<file path="config.mk">
export PLATFORM = sky130hd
export DESIGN_NAME = serial_subtractor
export DESIGN_NICKNAME = d
export VERILOG_FILES = /design/src/rtl/serial_subtractor.sv
export SDC_FILE = /design/constraint.sdc
export NUM_CORES = 1
export LEC_CHECK = 0
export ABC_CLOCK_PERIOD_IN_PS = 1500
export CAP_MARGIN = 0
export CORE_ASPECT_RATIO = 1.1
export CORE_UTILIZATION = 40
export CTS_BUF_LIST = sky130_fd_sc_hd__clkbuf_8
export CTS_CLUSTER_SIZE = 16
export DETAILED_ROUTE_END_ITERATION = 7
export PLACE_DENSITY = 0.73
export SKIP_CTS_REPAIR_TIMING = 1
export SYNTH_ARGS = -nofsm -noshare
export SYNTH_HDL_FRONTEND = slang
export SYNTH_SLANG_ARGS = --single-unit
export TNS_END_PERCENT = 5
</file>
<file path="constraint.sdc">
create_clock -name clk -period 1.5 [get_ports clk]
set_clock_uncertainty 0.05 [all_clocks]
set_input_delay 0.225 -clock clk [delete_from_list [all_inputs] [get_ports clk]]
set_output_delay 0.225 -clock clk [all_outputs]
set_load 0.1 [all_outputs]
</file>
<file path="src/rtl/serial_subtractor.sv">
// Bit-serial subtractor: D = A - B, LSB first, one bit per clock.
// A single full-subtractor cell with a registered borrow walks across the
// latched operands; the finished result is published in DONE and held
// until the consumer accepts it.
module serial_subtractor #(
    parameter int WIDTH = 8
) (
    input  logic             clk,
    input  logic             reset_n,
    input  logic             in_valid,
    output logic             in_ready,
    input  logic [WIDTH-1:0] a,
    input  logic [WIDTH-1:0] b,
    output logic             out_valid,
    input  logic             out_ready,
    output logic [WIDTH-1:0] diff,
    output logic             bout,
    output logic             ovf,
    output logic             zero
);

    localparam int CNT_W = (WIDTH > 2) ? $clog2(WIDTH) : 1;
    localparam logic [CNT_W-1:0] LAST_BIT = CNT_W'(WIDTH - 1);

    typedef enum logic [1:0] {
        IDLE  = 2'd0,
        SHIFT = 2'd1,
        DONE  = 2'd2
    } state_t;

    state_t state_q, state_d;

    // Operand shift registers, partial result and the serial borrow
    logic [WIDTH-1:0] sa_q;
    logic [WIDTH-1:0] sb_q;
    logic [WIDTH-1:0] res_q;
    logic             borrow_q;
    logic [CNT_W-1:0] cnt_q;
    logic             a_msb_q;
    logic             b_msb_q;

    // Published result registers
    logic             out_valid_q;
    logic [WIDTH-1:0] diff_q;
    logic             bout_q;
    logic             ovf_q;
    logic             zero_q;

    // Full-subtractor cell on the current LSBs
    logic x_bit, y_bit, d_bit, borrow_nx;
    assign x_bit     = sa_q[0];
    assign y_bit     = sb_q[0];
    assign d_bit     = x_bit ^ y_bit ^ borrow_q;
    assign borrow_nx = (~x_bit & y_bit) | (~(x_bit ^ y_bit) & borrow_q);

    // Control events
    logic accept, last_bit, publish, release_res;
    assign accept      = in_valid && in_ready;
    assign last_bit    = (state_q == SHIFT) && (cnt_q == LAST_BIT);
    // First DONE cycle: the result is registered onto the outputs
    assign publish     = (state_q == DONE) && !out_valid_q;
    assign release_res = out_valid_q && out_ready;

    // State register
    always_ff @(posedge clk) begin
        if (!reset_n) begin
            state_q <= IDLE;
        end else begin
            state_q <= state_d;
        end
    end

    // Next-state logic
    always_comb begin
        state_d = state_q;
        case (state_q)
            IDLE:    if (accept)      state_d = SHIFT;
            SHIFT:   if (last_bit)    state_d = DONE;
            DONE:    if (release_res) state_d = IDLE;
            default:                  state_d = IDLE;
        endcase
    end

    // Output decode: operands are only taken while idle
    always_comb begin
        in_ready = (state_q == IDLE);
    end

    // Serial datapath: latch operands, then one bit per SHIFT cycle
    always_ff @(posedge clk) begin
        if (!reset_n) begin
            sa_q     <= '0;
            sb_q     <= '0;
            res_q    <= '0;
            borrow_q <= 1'b0;
            cnt_q    <= '0;
            a_msb_q  <= 1'b0;
            b_msb_q  <= 1'b0;
        end else if (accept) begin
            sa_q     <= a;
            sb_q     <= b;
            borrow_q <= 1'b0;
            cnt_q    <= '0;
        end else if (state_q == SHIFT) begin
            sa_q     <= sa_q >> 1;
            sb_q     <= sb_q >> 1;
            // Right shift so bit i lands at res_q[i] after WIDTH cycles
            res_q    <= {d_bit, res_q[WIDTH-1:1]};
            borrow_q <= borrow_nx;
            cnt_q    <= cnt_q + CNT_W'(1);
            if (last_bit) begin
                // Operand sign bits are the last ones through the cell
                a_msb_q <= x_bit;
                b_msb_q <= y_bit;
            end
        end
    end

    // Result registers: load once on entering DONE, hold until accepted
    always_ff @(posedge clk) begin
        if (!reset_n) begin
            out_valid_q <= 1'b0;
            diff_q      <= '0;
            bout_q      <= 1'b0;
            ovf_q       <= 1'b0;
            zero_q      <= 1'b0;
        end else if (publish) begin
            out_valid_q <= 1'b1;
            diff_q      <= res_q;
            bout_q      <= borrow_q;
            // Signed overflow: operands of opposite sign and the result
            // sign differs from the minuend
            ovf_q       <= (a_msb_q != b_msb_q) && (res_q[WIDTH-1] != a_msb_q);
            zero_q      <= (res_q == '0);
        end else if (release_res) begin
            out_valid_q <= 1'b0;
        end
    end

    assign out_valid = out_valid_q;
    assign diff      = diff_q;
    assign bout      = bout_q;
    assign ovf       = ovf_q;
    assign zero      = zero_q;

endmodule

</file>
==> summary.txt, run 1 <==
final worst slack = 57.99 ps
Setup crit start kind = flip-flop
Synth area leaders = dfxtp_1, nand2_1, a21oi_1
FP Rows = 25
initial DRC count = 68
antenna violations before repair = 0
Yosys cell types = 34
crit share post-route = 0.9613
Slew Viols, Final = 0
Die X = 67.85 um
synth cell count leaders = nand2_1, dfxtp_1, a21oi_1
count leader, synth = nand2_1
drt first pass iters = 4
Post-route DRC = 0
post-route insts no fill = 313
share of cells above drive strength 1 = 0.1853
routed via count = 1,589
vias in the first global route = 1,528
total track usage = 0.1672
final wirelength = 3655 um
Lkg Pwr = 0.9276 nW
RSZ-0062 raised after global routing = false
hold_ws = 400.5 ps
critical path arrival = 1170 ps
Synth Net Count = 246
CTS buffer count = 5
Area growth, synth to finish = 34.30%
Max Fclk = 693.5 MHz
WS Path Type = flip-flop to output port
Detail Route Antenna Nets = 0
asr flop ratio synth = 0
dpl cell area = 2447 um2
number of synthesized register bits = 44
DP HPWL = 2601 um
Synth top area share = 0.4616
VDD IR max = 0.7355 mV
clock sink count = 44
WP data required = 1220 ps
Placement Setup Slack = -166.4 ps
drt via density = 5.077
HP Class = flip-flop to flip-flop
min Tclk post-route = 1442 ps
die outline area = 5050 um2
Seq/Total Area, Yosys = 0.4616
starting density of the core = 0.4296
Root Buffer = clkbuf_8
Least-Margin Pin Slew = 377.6 ps
syn_area_per_cell = 8.556 um2
DIE HEIGHT = 74.44 um
layout net count = 281
placed instance count = 305
outcome = finished, final reports clean
design area = 2562 um2
TritonCTS clock tree = yes
GP Congestion = 0.7667
largest net degree at the start of global routing = 27
dominant synthesized flop cell = dfxtp_1
first-pass GRT wire length = 6389 um
Avg WL per Cell = 11.68 um
Cells after Synth = 223
core area = 4442 um2
synth warn = 0
worst-path maximum fanout = 11
Clk Latency, worst-skew pair = 290 ps
Slew Limit Headroom = 0.7482
Mapped Area = 1908 um2
I/O pins = 33
clk slew on worst S/H paths = 80 ps
Power Density = 967.7 nW/um2
# H-tree levels = 2
Yosys top cell by area = dfxtp_1
Final Hold Vio Count = 0
Crit. End Element = output port
number of synthesized flops with an enable pin = 0
Clock Path Buffers = 2
# port buffers = 32
final setup vio count = 0
total power draw = 0.002480 W
global route overflow = 0
antenna cells = 0
MaxCap Viol Count = 0
worst paths after layout:
kind	startpoint	end	slack, ps	cells past startpoint
worst max register to register	state_q[1]	sb_q[3]	100	4
worst min-delay path	sb_q[2]	sb_q[1]	400	2
worst max-delay path	state_q[0]	in_ready	60	3
worst min register to register	sb_q[2]	sb_q[1]	400	2
power breakdown:
part / switching [W] / leakage (nW) / internal (W)
clock network: 0.000408 / 0.0541 / 0.000493
logic: 0.000158 / 0.514 / 0.000165
registers: 0.0000386 / 0.360 / 0.00122
total: 0.000604 / 0.928 / 0.00188
layer usage:
| metal | GRT usage | part of all wire | routed length [um] | vias up |
|---|---|---|---|---|
| met1 | 0.1835 | 0.46 | 1679 | 727 |
| li1 | - | - | - | 827 |
| met4 | 0.04167 | 0.0057 | 21 | 0 |
| met5 | 0 | 0 | 0 | - |
| met2 | 0.3080 | 0.50 | 1827 | 31 |
| met3 | 0.05215 | 0.035 | 127 | 4 |
registers in the layout, indices dropped and copies added, names as in the netlist:
register	count
a_msb_q	1
b_msb_q	1
borrow_q	1
bout	1
cnt_q	3
diff	8
out_valid	1
ovf	1
res_q	8
sa_q	8
sb_q	8
state_q	2
zero	1
cell type report:
class | instances | area [um2]
repair buffers | 44 | 578.1
flip-flops and latches | 44 | 885.9
clock inverters | 3 | 42.54
inverters | 4 | 15.01
well taps | 54 | 67.56
clock buffers | 5 | 68.82
fillers | 411 | 1879
multi-input cells | 159 | 904.6
cells by family (layout without fill, tap and decap cells):
family                     count (synthesis)  in the layout  synth area share
AOI/OAI and AO/OA                         69             69            0.2380
xor gates and xnor gates                   1              1          0.004591
adders and majority gates                  3              3           0.02360
buffers and inverters                     20             56           0.06557
DFF                                       44             44            0.4616
and+or+nand+nor                           86             86            0.2066
layout by cell type (no fill, tap or decap), types with 2 or more instances in the layout:
cell	Yosys	final
nand2_1	58	58
dfxtp_1	44	42
a21oi_1	26	26
clkdlybuf4s50_1	0	19
buf_12	0	16
a21boi_1	13	13
a21boi_0	10	10
buf_4	4	9
nand3_1	6	6
nor2_1	7	6
o21ai_2	5	5
clkbuf_8	0	5
inv_1	4	4
nand2b_1	4	4
o21ai_0	4	4
o21ai_1	4	4
nor3b_2	2	2
nand3b_1	2	2
nor4_1	2	2
o221a_2	2	2
ha_1	2	2
critical path, stage by stage (launching register included):
cell and delay (ps):
dfxtp_4 390, buf_4 150, nor2_2 140, buf_12 190
per-stage QoR:
| step | setup TNS [ps] | utilization |
|---|---|---|
| after floorplan | -50.42 | - |
| after global placement | -1608 | 0.5510 |
| after detailed placement | -1836 | 0.5510 |
| after CTS | -30.27 | 0.5761 |
| after global routing | 0 | 0.5769 |
| final | 0 | 0.5769 |
No activity file was read; power rests on OpenSTA's default activity.
==> run 2, diff against run 1 <==
==> constraint.sdc (replaced) <==
create_clock -name clk -period 1.5 [get_ports clk]
set_clock_uncertainty 0.05 [all_clocks]
set_input_delay 0.3 -clock clk [delete_from_list [all_inputs] [get_ports clk]]
set_output_delay 0.3 -clock clk [all_outputs]
set_load 0.1 [all_outputs]
==> run 2 against run 1 <==
- clock power down 16%
- first-iteration DRC count up 37%
- cell count up 0.64%
- utilization up 0.14 points
==> summary.txt, run 2 (synthesis gave the netlist of run 1 again) <==
commonest cells after routing, fill and taps aside = nand2_1, dfxtp_1, a21oi_1
min Tclk post-route = 1464 ps
Area growth, synth to finish = 34.62%
initial DRC count = 93
Avg WL per Cell = 11.48 um
hold_ws = 407.6 ps
VDD IR max = 0.4721 mV
HP Class = flip-flop to flip-flop
DP HPWL = 2504 um
clock sink count = 44
# H-tree levels = 2
crit share post-route = 0.9758
TritonCTS clock tree = yes
Setup crit start kind = flip-flop
Post-route DRC = 0
share of cells above drive strength 1 = 0.1877
GP Congestion = 0.7649
MaxCap Viol Count = 0
Crit path largest cell delay = 370 ps
Slew Limit Headroom = 0.7399
core area = 4442 um2
grt met3 use = 0.03681
antenna cells = 0
Top Usage Layer GRT = met2
starting density of the core = 0.4296
final worst slack = 36.34 ps
Least-Margin Pin Slew = 390.1 ps
layout net count = 283
final setup vio count = 0
die outline area = 5050 um2
global route overflow = 0
commonest non-fill, non-tap cell in the layout = nand2_1
outcome = finished, final reports clean
largest net degree at the start of global routing = 27
Crit. End Element = output port
WS Path Type = flip-flop to output port
Power Density = 913.6 nW/um2
Lkg Pwr = 0.9486 nW
Die X = 67.85 um
# port buffers = 32
vias in the first global route = 1,469
total track usage = 0.1643
Final Core Density = 0.5783
Clk Latency, worst-skew pair = 290 ps
Max Fclk = 683.2 MHz
Final Hold Vio Count = 0
WP data required = 1150 ps
drt first pass iters = 4
clk slew on worst S/H paths = 80 ps
CP cell instances = buf_4 > nor2_4 > buf_12
first-pass GRT wire length = 6244 um
Clock Path Buffers = 2
global routing usage on met1 = 0.1966
routed via count = 1,608
Slew Viols, Final = 0
final wirelength = 3615 um
I/O pins = 33
RSZ-0062 raised after global routing = false
CTS buffer count = 5
met2 Resource Use GR = 0.2827
FP Rows = 25
antenna violations before repair = 0
Detail Route Antenna Nets = 0
worst-path maximum fanout = 6
critical path arrival = 1110 ps
DIE HEIGHT = 74.44 um
Root Buffer = clkbuf_8
Placement Setup Slack = -235.0 ps
Fillers = 402
drt via density = 5.105
crit path max-delay cell type = dfxtp_4
## run 2: cell count changes in the layout (fill, tap and decap cells not counted), sizes merged
cell | before | now
buf | 25 | 26
bufinv | 1 | 0
clkbuf | 5 | 6
clkinv | 1 | 2
clkinvlp | 1 | 0
dlymetal6s2s | 0 | 1
## run 2: final timing paths
| kind | start | endpoint | slack, ps | cells after the start |
|---|---|---|---|---|
| setup / recovery | state_q[0] | in_ready | 40 | 3 |
| hold / removal | sa_q[5] | sa_q[4] | 410 | 2 |
| setup reg to reg | state_q[1] | sb_q[3] | 130 | 4 |
| hold reg to reg | sa_q[5] | sa_q[4] | 410 | 2 |
## run 2: where the power goes
part           internal [W]  switching [W]  total, W
Combinational      0.000172       0.000163  0.000335
Sequential          0.00122      0.0000380   0.00126
Clock              0.000367       0.000389  0.000756
Total               0.00176       0.000590   0.00235
## run 2: final cells by class
type	instances	area, um2	share of cell area
multi-input cells	159	909.6	0.3541
flip-flops and latches	44	885.9	0.3449
repair buffers	46	598.1	0.2328
clock buffers	6	82.58	0.03215
well taps	54	67.56	0.02630
inverters	4	15.01	0.005845
clock inverters	2	10.01	0.003897
## run 2: worst max-delay path, delay by kind of cell (launching register included)
| family | cells | cell delay (ps) |
|---|---|---|
| buffers and inverters | 2 | 330 |
| and+or+nand+nor | 1 | 120 |
| DFF | 1 | 370 |
## run 2: metrics by stage
| stage | power, W | cells | TNS [ps] | cell area (um2) |
|---|---|---|---|---|
| global route | 0.002457 | 315 | 0 | 2569 |
| detailed placement | 0.001607 | 305 | -3435 | 2447 |
| CTS | 0.002363 | 313 | -93.59 | 2540 |
| global placement | 0.001603 | 305 | -2993 | 2447 |
| floorplan | 0.001488 | 223 | -125.4 | 1912 |
| finish | 0.002347 | 315 | 0 | 2569 |
## run 2: metal layers
metal | vias up | wire length, um
met4 | 0 | 46
met1 | 731 | 1651
met2 | 46 | 1762
li1 | 826 | -
met3 | 5 | 155
met5 | - | 0
==> run 3, diff against run 2 <==
Settings changed: ABC_AREA set to 1, ABC_CLOCK_PERIOD_IN_PS 1500 to unset.
==> run 3 against run 2 <==
- sequential cell count unchanged
- largest cell class is now registers
- synthesized area increased by 0.13%
- cell count rose by 19%
- largest power group unchanged
==> summary.txt, run 3 <==
outcome = finished, final reports clean
initial DRC count = 154
min Tclk post-route = 1436 ps
total track usage = 0.1872
dominant synthesized flop cell = dfxtp_1
antenna cells = 0
Crit path largest cell delay = 380 ps
I/O pins = 33
Final Hold Vio Count = 0
critical path arrival = 1090 ps
global route overflow = 0
Least-Margin Pin Slew = 448.7 ps
syn_area_per_cell = 6.922 um2
Slew Viols, Final = 0
Crit. End Element = output port
Clock Path Buffers = 2
Fillers = 444
DIE HEIGHT = 74.49 um
die outline area = 5057 um2
Detail Route Antenna Nets = 0
drt via density = 4.786
Synth top area share = 0.4610
TritonCTS clock tree = yes
final setup vio count = 0
Slew Limit Headroom = 0.7006
first-pass GRT wire length = 7024 um
count leader, synth = nand2_1
number of synthesized register bits = 44
Clk Latency, worst-skew pair = 290 ps
Yosys cell types = 22
worst-path maximum fanout = 6
RSZ-0062 raised after global routing = false
asr flop ratio synth = 0
Setup crit start kind = flip-flop
dpl cell area = 2486 um2
synth warn = 0
layout net count = 340
GP Congestion = 0.8741
crit path max-delay cell type = dfxtp_2
Synth Net Count = 299
# port buffers = 32
vias in the first global route = 1,670
final wirelength = 4080 um
routed via count = 1,790
Yosys top cell by area = dfxtp_1
Mapped Area = 1911 um2
core area = 4619 um2
Max Fclk = 696.3 MHz
FP Rows = 26
crit share post-route = 0.9575
design area = 2605 um2
synth cell count leaders = nand2_1, dfxtp_1, nor2_1
Lkg Pwr = 1.143 nW
commonest non-fill, non-tap cell in the layout = nand2_1
largest net degree at the start of global routing = 19
Synth area leaders = dfxtp_1, nand2_1, nand3_1
WS Path Type = flip-flop to output port
HP Class = flip-flop to flip-flop
share of cells above drive strength 1 = 0.1352
VDD IR max = 0.5983 mV
Seq/Total Area, Yosys = 0.4610
Cells after Synth = 276
Area growth, synth to finish = 36.35%
MaxCap Viol Count = 0
CTS buffer count = 5
antenna violations before repair = 0
Power Density = 962.5 nW/um2
clock sink count = 44
drt first pass iters = 4
# H-tree levels = 2
commonest cells after routing, fill and taps aside = nand2_1, dfxtp_1, nor2_1
number of synthesized flops with an enable pin = 0
Die X = 67.90 um
CP cell instances = nor2_4 > buf_12
Root Buffer = clkbuf_8
clk slew on worst S/H paths = 80 ps
starting density of the core = 0.4136
WP data required = 1150 ps
Avg WL per Cell = 10.91 um
setup TNS = 0 ps
Post-route DRC = 0
DP HPWL = 2876 um
## run 3: cell count changes after synthesis, moves of 4 or more
cell / before / now
inv_1: 4 / 22
nand2_1: 58 / 78
a21boi_1: 13 / 0
o21ai_2: 5 / 1
buf_6: 4 / 0
nand2b_1: 4 / 0
nand3_1: 6 / 29
o21ai_0: 4 / 12
nor2_1: 7 / 38
a21boi_0: 10 / 0
## run 3: through the flow
stage	power, W	std cells	setup slack, ps	utilization	hold WS [ps]
after floorplan	0.001509	276	4.046	-	365.5
after global placement	0.001649	365	59.12	0.5382	401.6
after detailed placement	0.001655	365	44.61	0.5382	403.4
after CTS	0.002525	373	24.55	0.5615	415.5
after global routing	0.002635	374	20.40	0.5639	432.9
final	0.002507	374	63.78	0.5639	415.7
## run 3: kinds of logic after synthesis
| kind of cell | after synthesis | synth area share |
|---|---|---|
| flip-flops | 44 | 0.4610 |
| AND/OR/NAND/NOR | 149 | 0.3189 |
| buffers and inverters | 38 | 0.08251 |
| adder cells (fa/ha/maj) | 3 | 0.02357 |
| XOR/XNOR | 1 | 0.004585 |
| AO/OA/AOI/OAI | 41 | 0.1094 |
## run 3: worst max-delay path, delay by kind of cell (launching register included)
kind / cells / cell delay (ps)
and+or+nand+nor: 1 / 210
DFF: 1 / 380
buffers and inverters: 1 / 200
## run 3: where the power goes
part	switching, W	internal (W)
combinational	0.000196	0.000164
clock	0.000388	0.000487
sequential	0.0000455	0.00123
total	0.000629	0.00188
## run 3: area by class of cell
cell class              instances  area, um2  area share
repair buffers                 47      575.6      0.2209
clock inverters                 3      38.79     0.01489
well taps                      56      70.07     0.02690
flip-flops and latches         44      883.3      0.3391
clock buffers                   5      68.82     0.02642
inverters                      25      96.34     0.03698
multi-input cells             194      872.1      0.3348
## run 3: final timing paths
kind | from | end | slack [ps] | depth (start not counted)
max | state_q[1] | in_ready | 60 | 2
min | sb_q[3] | sb_q[3] | 420 | 2
max reg2reg | state_q[0] | res_q[5] | 170 | 5
min reg2reg | sb_q[3] | sb_q[3] | 420 | 2
## run 3: layer usage
layer	global-route usage	wire, um	vias up
li1	-	-	949
met1	0.2128	1812	779
met2	0.3168	1981	53
met3	0.04908	185	9
met4	0.1019	100	0
met5	0	0	-
